### config.mk
export PLATFORM = sky130hd
export DESIGN_NAME = fetch_buffer
export DESIGN_NICKNAME = d
export VERILOG_FILES = /design/src/rtl/fetch_pkg.sv /design/src/rtl/inst_fifo.sv /design/src/rtl/fetch_buffer.sv
export SDC_FILE = /design/constraint.sdc
export NUM_CORES = 1
export LEC_CHECK = 0
export BUFFER_PORTS_ARGS = -buffer_cell sky130_fd_sc_hd__buf_2
export CORE_AREA = 2 2 87 89
export CTS_CLUSTER_DIAMETER = 200
export DETAILED_ROUTE_END_ITERATION = 8
export DIE_AREA = 0 0 89 91
export GPL_TIMING_DRIVEN = 0
export PLACE_DENSITY_LB_ADDON = 0.25
export SLEW_MARGIN = 0
export SYNTH_ARGS = -nofsm -noshare
export SYNTH_HDL_FRONTEND = slang
export SYNTH_SLANG_ARGS = --single-unit
### constraint.sdc
create_clock -name clk -period 2.65 [get_ports clk]
set_clock_uncertainty 0.05 [all_clocks]
set_input_delay 0.265 -clock clk [delete_from_list [all_inputs] [get_ports clk]]
set_output_delay 0.265 -clock clk [all_outputs]
set_load 0.1 [all_outputs]
### src/rtl/fetch_pkg.sv
// fetch_pkg
// Shared definitions for the instruction fetch stage: default address and
// instruction widths, and the packed {pc, instruction} entry that the
// prefetch FIFO carries toward decode.
package fetch_pkg;

  localparam int FETCH_D = 10;  // default instruction address width
  localparam int FETCH_W = 9;   // default instruction word width

  typedef struct packed {
    logic [FETCH_D-1:0] pc;
    logic [FETCH_W-1:0] inst;
  } fetch_entry_t;

endpackage

### src/rtl/inst_fifo.sv
// inst_fifo
// Small synchronous FIFO for queued fetch entries.  Reads come straight
// from the head slot so the entry is usable in the cycle it becomes valid.
// Ports:
//   clk        - clock, rising edge
//   reset      - synchronous, active-low; empties the FIFO
//   flush      - synchronous clear of pointers and count
//   push       - write push_data at the tail (caller guarantees space,
//                or a simultaneous pop)
//   push_data  - entry to write
//   pop        - advance the head (caller guarantees count != 0)
//   head_data  - entry at the head pointer
//   count      - number of stored entries, 0..DEPTH
module inst_fifo #(
  parameter int WIDTH = 19,
  parameter int DEPTH = 4
) (
  input  logic                       clk,
  input  logic                       reset,
  input  logic                       flush,
  input  logic                       push,
  input  logic [WIDTH-1:0]           push_data,
  input  logic                       pop,
  output logic [WIDTH-1:0]           head_data,
  output logic [$clog2(DEPTH):0]     count
);

  localparam int AW = $clog2(DEPTH);

  logic [WIDTH-1:0] mem_reg [DEPTH];
  logic [AW-1:0]    head_reg;
  logic [AW-1:0]    tail_reg;
  logic [AW:0]      count_reg;

  // Storage is not reset: contents beyond count are don't-care.
  always_ff @(posedge clk) begin
    if (push) begin
      mem_reg[tail_reg] <= push_data;
    end
  end

  // Pointers wrap naturally because DEPTH is a power of two.
  always_ff @(posedge clk) begin
    if (!reset || flush) begin
      head_reg  <= '0;
      tail_reg  <= '0;
      count_reg <= '0;
    end else begin
      if (push) begin
        tail_reg <= tail_reg + 1'b1;
      end
      if (pop) begin
        head_reg <= head_reg + 1'b1;
      end
      case ({push, pop})
        2'b10:   count_reg <= count_reg + 1'b1;
        2'b01:   count_reg <= count_reg - 1'b1;
        default: count_reg <= count_reg;
      endcase
    end
  end

  assign head_data = mem_reg[head_reg];
  assign count     = count_reg;

endmodule

### src/rtl/fetch_buffer.sv
// fetch_buffer
// Instruction fetch stage between the PC and decode.  Every cycle it may
// issue the PC to the synchronous instruction memory; the returned word is
// paired with its address and queued for decode.  Credits (queued entries
// plus the one fetch in flight) decide whether a new address may be
// issued; when they run out the PC is held.  A taken jump flushes both the
// queue and the in-flight fetch.
// Ports:
//   clk        - clock, rising edge
//   reset      - synchronous, active-low
//   pcValue    - current program counter
//   jumpEn     - taken jump this cycle; flushes all pending work
//   pcHold     - PC must keep its value next cycle
//   imemAddr   - instruction memory address (= pcValue)
//   imemData   - memory read data, one cycle after its address
//   instValid  - head instruction valid toward decode
//   instReady  - decode accepts the head
//   instData   - head instruction word (0 when not valid)
//   instPc     - head instruction address (0 when not valid)
module fetch_buffer
  import fetch_pkg::*;
#(
  parameter int D     = FETCH_D,
  parameter int W     = FETCH_W,
  parameter int DEPTH = 4
) (
  input  logic         clk,
  input  logic         reset,
  input  logic [D-1:0] pcValue,
  input  logic         jumpEn,
  output logic         pcHold,
  output logic [D-1:0] imemAddr,
  input  logic [W-1:0] imemData,
  output logic         instValid,
  input  logic         instReady,
  output logic [W-1:0] instData,
  output logic [D-1:0] instPc
);

  localparam int AW = $clog2(DEPTH);

  logic           inflight_reg;
  logic [D-1:0]   inflight_pc_reg;
  logic [AW:0]    count;
  logic [AW+1:0]  credit;
  logic           issue;
  logic           push;
  logic           pop;
  logic           head_valid;
  logic [D+W-1:0] head_entry;

  // Credit deliberately ignores a same-cycle pop; this keeps instReady off
  // the pcHold path and guarantees the single late landing always fits.
  assign credit = {1'b0, count} + {{(AW+1){1'b0}}, inflight_reg};
  assign issue  = reset && !jumpEn && (credit < (AW+2)'(DEPTH));
  assign pcHold = reset && !jumpEn && !issue;

  assign imemAddr = pcValue;

  assign push       = reset && !jumpEn && inflight_reg;
  assign head_valid = reset && !jumpEn && (count != '0);
  assign pop        = head_valid && instReady;

  always_ff @(posedge clk) begin
    if (!reset) begin
      inflight_reg    <= 1'b0;
      inflight_pc_reg <= '0;
    end else begin
      // A jump clears issue, so the in-flight fetch is dropped here too.
      inflight_reg <= issue;
      if (issue) begin
        inflight_pc_reg <= pcValue;
      end
    end
  end

  inst_fifo #(
    .WIDTH (D + W),
    .DEPTH (DEPTH)
  ) u_fifo (
    .clk       (clk),
    .reset     (reset),
    .flush     (jumpEn),
    .push      (push),
    .push_data ({inflight_pc_reg, imemData}),
    .pop       (pop),
    .head_data (head_entry),
    .count     (count)
  );

  assign instValid = head_valid;
  assign instPc    = head_valid ? head_entry[D+W-1:W] : '0;
  assign instData  = head_valid ? head_entry[W-1:0]   : '0;

endmodule
==> metrics, run 1 <==
status=complete, no violations; CTS Hold Buffers Added=0; DR vias=slightly above 2,000; Clock Latency Late Sink=approximately 350 ps; Static Leak=approximately 1.6 nW; setup tns final=0 ps; hold crit path type=in -> reg; commonest non-fill, non-tap cell in the layout=edfxtp_1; Final Hold Fails=0; Antenna Nets Post-Route=0; r2r startpoint=u_fifo.count[0]; max FFs per register=76; worst slew pin tran=1050 ps; height of the die=91 um; Pre-antenna DRT Iters=4; fin cells=397; Syn Area/Cell=16.9 um2; initial antenna violation count=0; Worst setup SP type=register; GRT Overall Usage=between 10% and 20%; most frequent cells in the layout=76 x edfxtp_1, 59 x buf_2, 20 x dfxtp_1, 18 x nor2b_1, 12 x nand2_1; fin crit share=slightly above 90%; minimum clock period=approximately 2500 ps; Required @ worst endpoint=~2300 ps; Inserted Diodes=0; cts bufs inserted=9; Max IR drop VDD=0.000365 V; dpl cells=381; Via density=5.18; YS warnings=0; max-slew violations=0; vias in the first global route=just over 2,000; largest net degree at the start of global routing=20; Clk Tree Root Cell=clkbuf_8; Area contributors post-synth=edfxtp_1 59%, dfxtp_1 10%, mux4_1 6.1%; Nets=322; CTS tree=done; Detail Placement HPWL=between 4000 and 5000 um; first-pass GRT wire length=between 10,000 and 15,000 um; Mapped Area=slightly below 4000 um2; CORE AREA=about 7100 um2; power per standard cell area=~630 nW/um2; Yosys top cell by area=edfxtp_1; area grow syn2layout=15.7%; top-area cell type share of the netlist area=between 50% and 60%; Fmax=between 400 and 500 MHz; Register Area=around 2700 um2; largest fanout on the critical path=10; share of cells above drive strength 1=approximately a third; Hold Startpoint=imemData[8]; initial core utilization=54.2%; post-cts resize count=0; I/O Pins=54; RSZ-0062 raised after global routing=false; site row count=31; WS Path Type=reg -> out; # DRC=0; post-synthesis cell count=between 200 and 250; Die ar.=8100 um2; routability cong.=approximately 0.78; htree depth=3; register area share after synthesis=~69%; Data arrival, critical path=roughly 2100 ps; maxcap violations=0; Worst Setup SP=u_fifo.count[0]; die width=89 um; Synthesized Nets=roughly 260; Clock Sink Count=96; routed length per instance=between 15 and 20 um; Post-CTS Setup Bufs=0; DR iter-0 viols=approximately 200; Cell variety after synth=30; total gr overflow=0; Final Setup Violations=0; clock transition at the registers of the reported paths=about 90 ps; CP Capture Type=output port; Multi-input gate area=1010 um2; filler cell count=between 500 and 600; WL final=about 6400 um; Port Buf Inserts=53; Max Buffers Root-to-Sink=2; Slew HR=between 30 and 40%; register bit count reported by yosys=96
## cell usage after synthesis
library cell / number
nor2_1: 7
buf_12: 1
o311a_1: 1
dfxtp_1: 20
and3_1: 4
a21oi_1: 2
buf_6: 1
ha_1: 5
mux4_2: 10
nand2_1: 12
o311ai_0: 1
mux4_1: 9
mux2i_1: 3
buf_2: 6
fa_1: 1
o21ai_0: 11
and2_1: 1
nor2b_4: 2
o31ai_1: 1
a31oi_1: 1
buf_4: 10
nand3_1: 10
or3_1: 1
nor2b_1: 18
nand2b_1: 1
xnor2_1: 1
inv_1: 6
clkbuf_1: 4
xor2_1: 3
edfxtp_1: 76
## power breakdown
group,total [mW],switching (mW),internal (mW),leakage [nW]
Combinational,0.157,0.111,0.0458,0.670
Sequential,1.66,0.0151,1.64,0.854
Clock,1.01,0.483,0.531,0.106
Total,2.83,0.609,2.22,1.63
## cell type report
cell class | instances | share of cell area (%)
sequential | 96 | 59.9
multi-input combinational | 105 | 22.6
timing repair buffer | 53 | 5.93
buffer | 22 | 3.38
clock buffer | 9 | 2.77
tap | 99 | 2.77
clock inverter | 7 | 2.10
inverter | 6 | 0.503
## worst max-delay path, cell delays in order (launching register included)
cell and delay, ps:
dfxtp_1 370, o31ai_1 400, clkbuf_1 530, nor2b_1 160, buf_2 330
## kinds of logic (layout without fill, tap and decap cells)
family	Yosys count	after routing	synth area share [%]
buf+inv	28	97	4.50
xor+xnor	4	4	0.906
fa+ha+maj	6	6	2.13
compound gates	17	17	2.52
mux	22	22	12.7
simple gates	56	56	7.89
flops	96	96	69.3
## worst paths after layout
check                                             to  slack (ps)  depth (start not counted)
worst min register to register    u_fifo.head_reg[0]         450                          1
worst max register to register       u_fifo.count[2]         550                          7
worst min-delay path            u_fifo.mem_reg[0][8]          70                          1
worst max-delay path                       instPc[9]         190                          4
## per-layer routing
metal / GRT usage (%) / up-vias / wire length [um]
li1: - / 985 / -
met4: 7.71 / 0 / 133
met5: 0 / - / 0
met1: 22.3 / 997 / 2710
met2: 27.4 / 63 / 3200
met3: 3.36 / 11 / 310
## metrics by stage
step	util (%)	power [mW]	hold slack, ps	setup WS, ps	instance area [um2]
3_5_place_dp	59.7	1.85	427	210	4260
6_report	62.7	2.83	70.2	190	4480
3_3_place_gp	59.7	1.85	421	256	4260
5_1_grt	62.7	2.93	59.3	49.2	4480
4_1_cts	62.7	2.85	56.7	171	4480
2_1_floorplan	-	1.80	314	94.9	3870
No activity file was read; power rests on OpenSTA's default activity.
==> inputs of run 2 (changes only) <==
--- a/config.mk
+++ b/config.mk
@@ -11,7 +11,7 @@
 export DETAILED_ROUTE_END_ITERATION = 8
 export DIE_AREA = 0 0 89 91
 export GPL_TIMING_DRIVEN = 0
-export PLACE_DENSITY_LB_ADDON = 0.25
+export PLACE_DENSITY = 0.73
 export SLEW_MARGIN = 0
 export SYNTH_ARGS = -nofsm -noshare
 export SYNTH_HDL_FRONTEND = slang
==> run 2 against run 1 <==
Against the previous run:
- via count up 0.68%
- first-iteration DRC count fell by 20%
- core utilization grew 0.070 points
- flip-flop and latch count is the same
- critical path depth did not move
- final area is 0.11% higher
- routed wire length increased by 4.8%
- non-clock buffer count unchanged
- combinational power about the same
- clock power about the same
- largest cell class unchanged
==> metrics, run 2 (same netlist as run 1, synthesis figures left out) <==
DR vias=2,070 (+0.68%); first-pass GRT wire length=10,700 um (+6.5%); WHS=76.3 ps (+6.07 ps); cell area after layout=4480 um2 (+0.11%); setup tns final=0 ps (unchanged); hold path cells=1 (unchanged); # DRC=0 (unchanged); routability cong.=0.772 (-0.66%); Hold Startpoint=imemData[7]; GRT Overall Usage=18.0% (+0.93 points); Antenna Nets Post-Route=0 (unchanged); Hold Crit Endpoint=u_fifo.mem_reg[3][7]; post-cts resize count=0 (unchanged); cts bufs inserted=9 (unchanged); CTS tree=done; post-place setup slack=215 ps (+5.09 ps); Clk Tree Root Cell=clkbuf_8; RSZ-0062 raised after global routing=false; dpl cells=381 (unchanged); routed length per instance=16.8 um (+4.8%); largest net degree at the start of global routing=20 (unchanged); Post-CTS Setup Bufs=0 (unchanged); initial core utilization=54.2% (unchanged); clock transition at the registers of the reported paths=90 ps (about the same); commonest non-fill, non-tap cell in the layout=edfxtp_1; worst slew pin tran=1030 ps (-21.5 ps); site row count=31 (unchanged); Port Buf Inserts=53 (unchanged); reg2reg path depth=7 (unchanged); met1 wire length=2870 um (+5.8%); WL final=6660 um (+4.8%); Power Total=2.85 mW (+0.60%); minimum clock period=2360 ps (-102 ps); min setup slack post-route=292 ps (+102 ps); met3 wire length=303 um (-2.3%); share of cells above drive strength 1=32.6% (-0.67 points); Register Area=2680 um2 (unchanged); flop-to-flop setup slack=540 ps (about the same); hold crit path type=in -> reg; DP Area=4260 um2 (unchanged); Worst setup SP type=register; Max Buffers Root-to-Sink=2 (unchanged); post-layout util=62.8% (+0.070 points); status=complete, no violations; CORE AREA=7140 um2 (unchanged); Pre-antenna DRT Iters=4 (unchanged); fin crit share=89.0% (-3.8 points); RR Endpoint=u_fifo.count[2]; Required @ worst endpoint=2340 ps (about the same); Final Setup Violations=0 (unchanged); initial antenna violation count=0 (unchanged); Data arrival, critical path=2040 ps (-100 ps); Final Hold Fails=0 (unchanged); most frequent cells in the layout=76 x edfxtp_1, 59 x buf_2, 20 x dfxtp_1, 18 x nor2b_1, 12 x nand2_1; CP Capture Type=output port; fin cells=397 (unchanged); DR top layer=met4; vias in the first global route=2,080 (+3.3%); area grow syn2layout=15.8%; Slew HR=31.6% (+1.4 points); maxcap violations=0 (unchanged); routed wire length on met2=3380 um (+5.5%); Fmax=424 MHz (+4.3%); Max IR drop VDD=0.000382 V (+4.5%); Clock Latency Late Sink=350 ps (about the same); die width=89 um (unchanged); Via density=5.21 (+0.68%); Clock Sink Count=96 (unchanged); WS Path Type=reg -> out; I/O Pins=54 (unchanged); max FFs per register=76 (unchanged); htree depth=3 (unchanged); Detail Placement HPWL=4250 um (+2.6%); total gr overflow=0 (unchanged); DR iter-0 viols=156 (-20%); Nets=322 (unchanged); Die ar.=8100 um2 (unchanged); max-slew violations=0 (unchanged); r2r startpoint=u_fifo.count[0]; largest fanout on the critical path=10 (unchanged); Multi-input gate area=1010 um2 (unchanged); height of the die=91 um (unchanged); filler cell count=548 (-0.72%); CTS Hold Buffers Added=0 (unchanged); power per standard cell area=636 nW/um2 (+0.49%); Static Leak=1.64 nW (+0.34%); Inserted Diodes=0 (unchanged)
==> run 2: cell count changes in the layout (fill, tap and decap cells not counted), sizes merged <==
cell / before / now
inv: 7 / 6
clkinv: 2 / 3
clkbuf: 13 / 15
clkinvlp: 2 / 0
==> run 2: power breakdown <==
| part | switching (mW) | internal (mW) | total (mW) |
|---|---|---|---|
| sequential | 0.0157 | 1.64 | 1.66 |
| combinational | 0.111 | 0.0458 | 0.156 |
| clock | 0.473 | 0.558 | 1.03 |
==> run 2: cell type report <==
type | instances | share of cell area [%]
Buffer | 22 | 3.38
Multi-Input combinational cell | 105 | 22.6
Timing Repair Buffer | 53 | 5.92
Sequential cell | 96 | 59.9
Clock buffer | 11 | 3.16
Tap cell | 99 | 2.76
Inverter | 6 | 0.503
Clock inverter | 5 | 1.82
==> run 2: metal layers <==
metal | GRT usage [%] | up-vias
met5 | 0 | -
met1 | 24.8 | 1019
met2 | 28.2 | 59
li1 | - | 981
met4 | 7.46 | 0
met3 | 3.27 | 11
==> run 2: worst max-delay path by stage <==
stage,start,end,slack (ps),depth (start not counted)
4_1_cts,u_fifo.count[0],instPc[2],240,4
2_1_floorplan,register,instData[0],90,4
3_3_place_gp,reset,u_fifo.count[2],270,11
3_5_place_dp,reset,u_fifo.count[2],210,11
5_1_grt,u_fifo.count[0],instPc[2],150,4
6_report,u_fifo.count[0],instPc[2],290,4
==> run 2: critical path: stages (launching register included) <==
cell and delay, ps:
dfxtp_1 370, o31ai_1 330, clkbuf_1 530, nor2b_1 140
buf_2 320
==> inputs of run 3 (changes only) <==
--- a/config.mk
+++ b/config.mk
@@ -6,13 +6,14 @@
 export NUM_CORES = 1
 export LEC_CHECK = 0
 export BUFFER_PORTS_ARGS = -buffer_cell sky130_fd_sc_hd__buf_2
-export CORE_AREA = 2 2 87 89
+export CORE_AREA = 2 2 88 90
 export CTS_CLUSTER_DIAMETER = 200
 export DETAILED_ROUTE_END_ITERATION = 8
-export DIE_AREA = 0 0 89 91
+export DIE_AREA = 0 0 90 92
 export GPL_TIMING_DRIVEN = 0
-export PLACE_DENSITY = 0.73
+export PLACE_DENSITY = 0.72
 export SLEW_MARGIN = 0
 export SYNTH_ARGS = -nofsm -noshare
 export SYNTH_HDL_FRONTEND = slang
+export SYNTH_HIERARCHICAL = 1
 export SYNTH_SLANG_ARGS = --single-unit
==> run 3 against run 2 <==
Against the previous run:
- core utilization is 2.0 points lower
- first-iteration DRC count is 42% lower
- sequential share of layout area is 0.60 points lower
- cell count is 1.8% higher
- non-clock buffer count is 1 higher
- routed wire length is 4.6% lower
- register-to-register slack worse by 390 ps
- setup slack worse by 140 ps
- via count is 2.1% lower
- total power is 0.85% lower
- worst hold slack worse by 3.6 ps
- clock-buffer cell count stayed put
==> metrics, run 3 <==
largest net degree at the start of global routing=20 (unchanged); hold path cells=1 (unchanged); Async SR Flop Fraction=0% (unchanged); Synth Area in Compound Gates=0.805% (-1.7 points); CTS Hold Buffers Added=0 (unchanged); Syn Area/Cell=17.0 um2 (+0.45%); Final Setup Violations=0 (unchanged); WS Path Type=reg -> reg; Via density=5.01 (-3.8%); Max IR drop VDD=0.000290 V (-24%); register bit count reported by yosys=96 (unchanged); DP Area=4280 um2 (+0.53%); I/O Pins=54 (unchanged); Die ar.=8280 um2 (+2.2%); Clock Sink Count=96 (unchanged); GRT Overall Usage=16.5% (-1.5 points); commonest non-fill, non-tap cell in the layout=edfxtp_1; Final Hold Fails=0 (unchanged); top-area cell type share of the netlist area=58.7% (-0.27 points); count leader, synth=edfxtp_1; Worst setup SP type=register; post-synthesis simple-gate area fraction=6.79% (-1.1 points); post-place setup slack=-118 ps (-333 ps); worst slew pin tran=1100 ps (+71.5 ps); cell area after layout=4530 um2 (+1.1%); Data arrival, critical path=2730 ps (+690 ps); Fmax=401 MHz (-5.5%); largest fanout on the critical path=5 (-5); first-pass GRT wire length=10,200 um (-5.3%); WL final=6350 um (-4.6%); r2r startpoint=u_fifo/count[2]; Clk Tree Root Cell=clkbuf_8; maxcap violations=0 (unchanged); Nets=326 (+1.2%); max FFs per register=76 (unchanged); hold crit path type=in -> reg; RR Endpoint=u_fifo/count[2]; Detail Placement HPWL=4100 um (-3.4%); power per standard cell area=623 nW/um2 (-1.9%); RSZ-0062 raised after global routing=false; Post-synth top cells=76 x edfxtp_1, 24 x and2_1, 20 x dfxtp_1; Area contributors post-synth=edfxtp_1 59%, dfxtp_1 10%, mux4_1 6.1%; Pre-antenna DRT Iters=4 (unchanged); largest family of logic cells by synthesized area=multiplexers; height of the die=92 um (+1.1%); initial antenna violation count=0 (unchanged); Required @ worst endpoint=2880 ps (+540 ps); YS warnings=6 (+6); Antenna Nets Post-Route=0 (unchanged); total gr overflow=0 (unchanged); area grow syn2layout=16.5%; Static Leak=1.76 nW (+7.5%); min setup slack post-route=154 ps (-138 ps); initial core utilization=52.2% (-2.0 points); CORE AREA=7450 um2 (+4.3%); status=complete, no violations; Mapped Area=3890 um2 (+0.45%); die width=90 um (+1.1%); Top FF cell, synth=edfxtp_1; routed length per instance=15.7 um (-6.3%); XOR/XNOR Fraction of Synth Area=1.13% (+0.22 points); max-slew violations=0 (unchanged); reg2reg path depth=10 (+3); Hold Startpoint=imemData[0]; fin crit share=94.2% (+5.2 points); Inserted Diodes=0 (unchanged); CP Capture Type=register; register area share after synthesis=69.0% (-0.31 points); WHS=72.7 ps (-3.65 ps); Power Total=2.82 mW (-0.85%); post-layout util=60.8% (-2.0 points); DR vias=2,026 (-2.1%); Synthesized Nets=258 (unchanged); Clock Latency Late Sink=350 ps (about the same); share of cells above drive strength 1=33.4% (+0.89 points); Post-synth EDFFs=76 (unchanged); minimum clock period=2500 ps (+138 ps); htree depth=3 (unchanged); Worst Setup SP=u_fifo/count[2]; most frequent cells in the layout=76 x edfxtp_1, 55 x buf_2, 24 x and2_1, 19 x dfxtp_1, 17 x inv_1; DR iter-0 viols=91 (-42%); cts bufs inserted=9 (unchanged); mux share of post-synthesis cell area=14.7% (+2.0 points); Port Buf Inserts=53 (unchanged); post-synthesis cell count=229 (unchanged); Max Buffers Root-to-Sink=2 (unchanged); area share of fa/ha/maj cells after synthesis=2.12% (-0.0096 points); flop-to-flop setup slack=150 ps (-390 ps); site row count=32 (+3.2%); routability cong.=0.733 (-5.1%); Yosys top cell by area=edfxtp_1; CTS tree=done; Slew HR=26.8% (-4.8 points); Hold Crit Endpoint=u_fifo/mem_reg[0][0]; vias in the first global route=2,072 (-0.38%); Cell variety after synth=27 (-10%); # DRC=0 (unchanged); clock transition at the registers of the reported paths=90 ps (about the same)
run 3: repair_timing:
action                                  in CTS  in global routing
pin swaps                                    0                  1
endpoints found under the setup margin       1                  1
setup buffers                                0                  4
gates resized for setup                      1                  4
gates cloned                                 0                  0
run 3: stage by stage:
| step | setup TNS, ps | std cells |
|---|---|---|
| 2_1_floorplan | 0 | 229 |
| 3_3_place_gp | -46.5 | 384 |
| 3_5_place_dp | -118 | 384 |
| 4_1_cts | 0 | 400 |
| 5_1_grt | 0 | 404 |
| 6_report | 0 | 404 |
run 3: critical path: stages (launching register included):
cell and delay, ps:
dfxtp_1 400, nor3_1 80, nor2_1 250, buf_4 180, and2_1 190, ha_1 210, inv_1 60, fa_1 380
xor2_1 180, or3_1 310, a21oi_1 150
run 3: cell families after synthesis:
family / Yosys count
simple gates: 50
flops: 96
fa+ha+maj: 6
buf+inv: 37
xor+xnor: 5
mux: 30
compound gates: 5
run 3: worst max-delay path by stage:
stage,end,cells past startpoint
4_1_cts,u_fifo/count[2],10
2_1_floorplan,u_fifo/count[2],10
3_3_place_gp,u_fifo/count[2],11
6_report,u_fifo/count[2],10
5_1_grt,u_fifo/count[2],10
3_5_place_dp,u_fifo/count[2],11
run 3: final cells by class:
class / count / area (um2)
fillers: 603 / 2920
well taps: 102 / 128
clock inverters: 5 / 81.3
plain buffers: 19 / 148
inverters: 18 / 67.6
multi-input cells: 96 / 993
flip-flops and latches: 96 / 2680
clock buffers: 11 / 131
repair buffers: 57 / 295
run 3: layer usage:
metal	share of wire (%)	GRT usage, %	wire, um
met3	4.8	4.19	304
met5	0	0	0
met1	40	19.6	2550
met4	1.7	7.82	110
met2	53	28.3	3380
run 3: power breakdown:
group / leakage (nW) / total [mW] / switching, mW / internal (mW)
sequential: 0.863 / 1.66 / 0.0169 / 1.64
clock: 0.104 / 1.01 / 0.476 / 0.533
combinational: 0.792 / 0.154 / 0.106 / 0.0476
total: 1.76 / 2.82 / 0.599 / 2.22
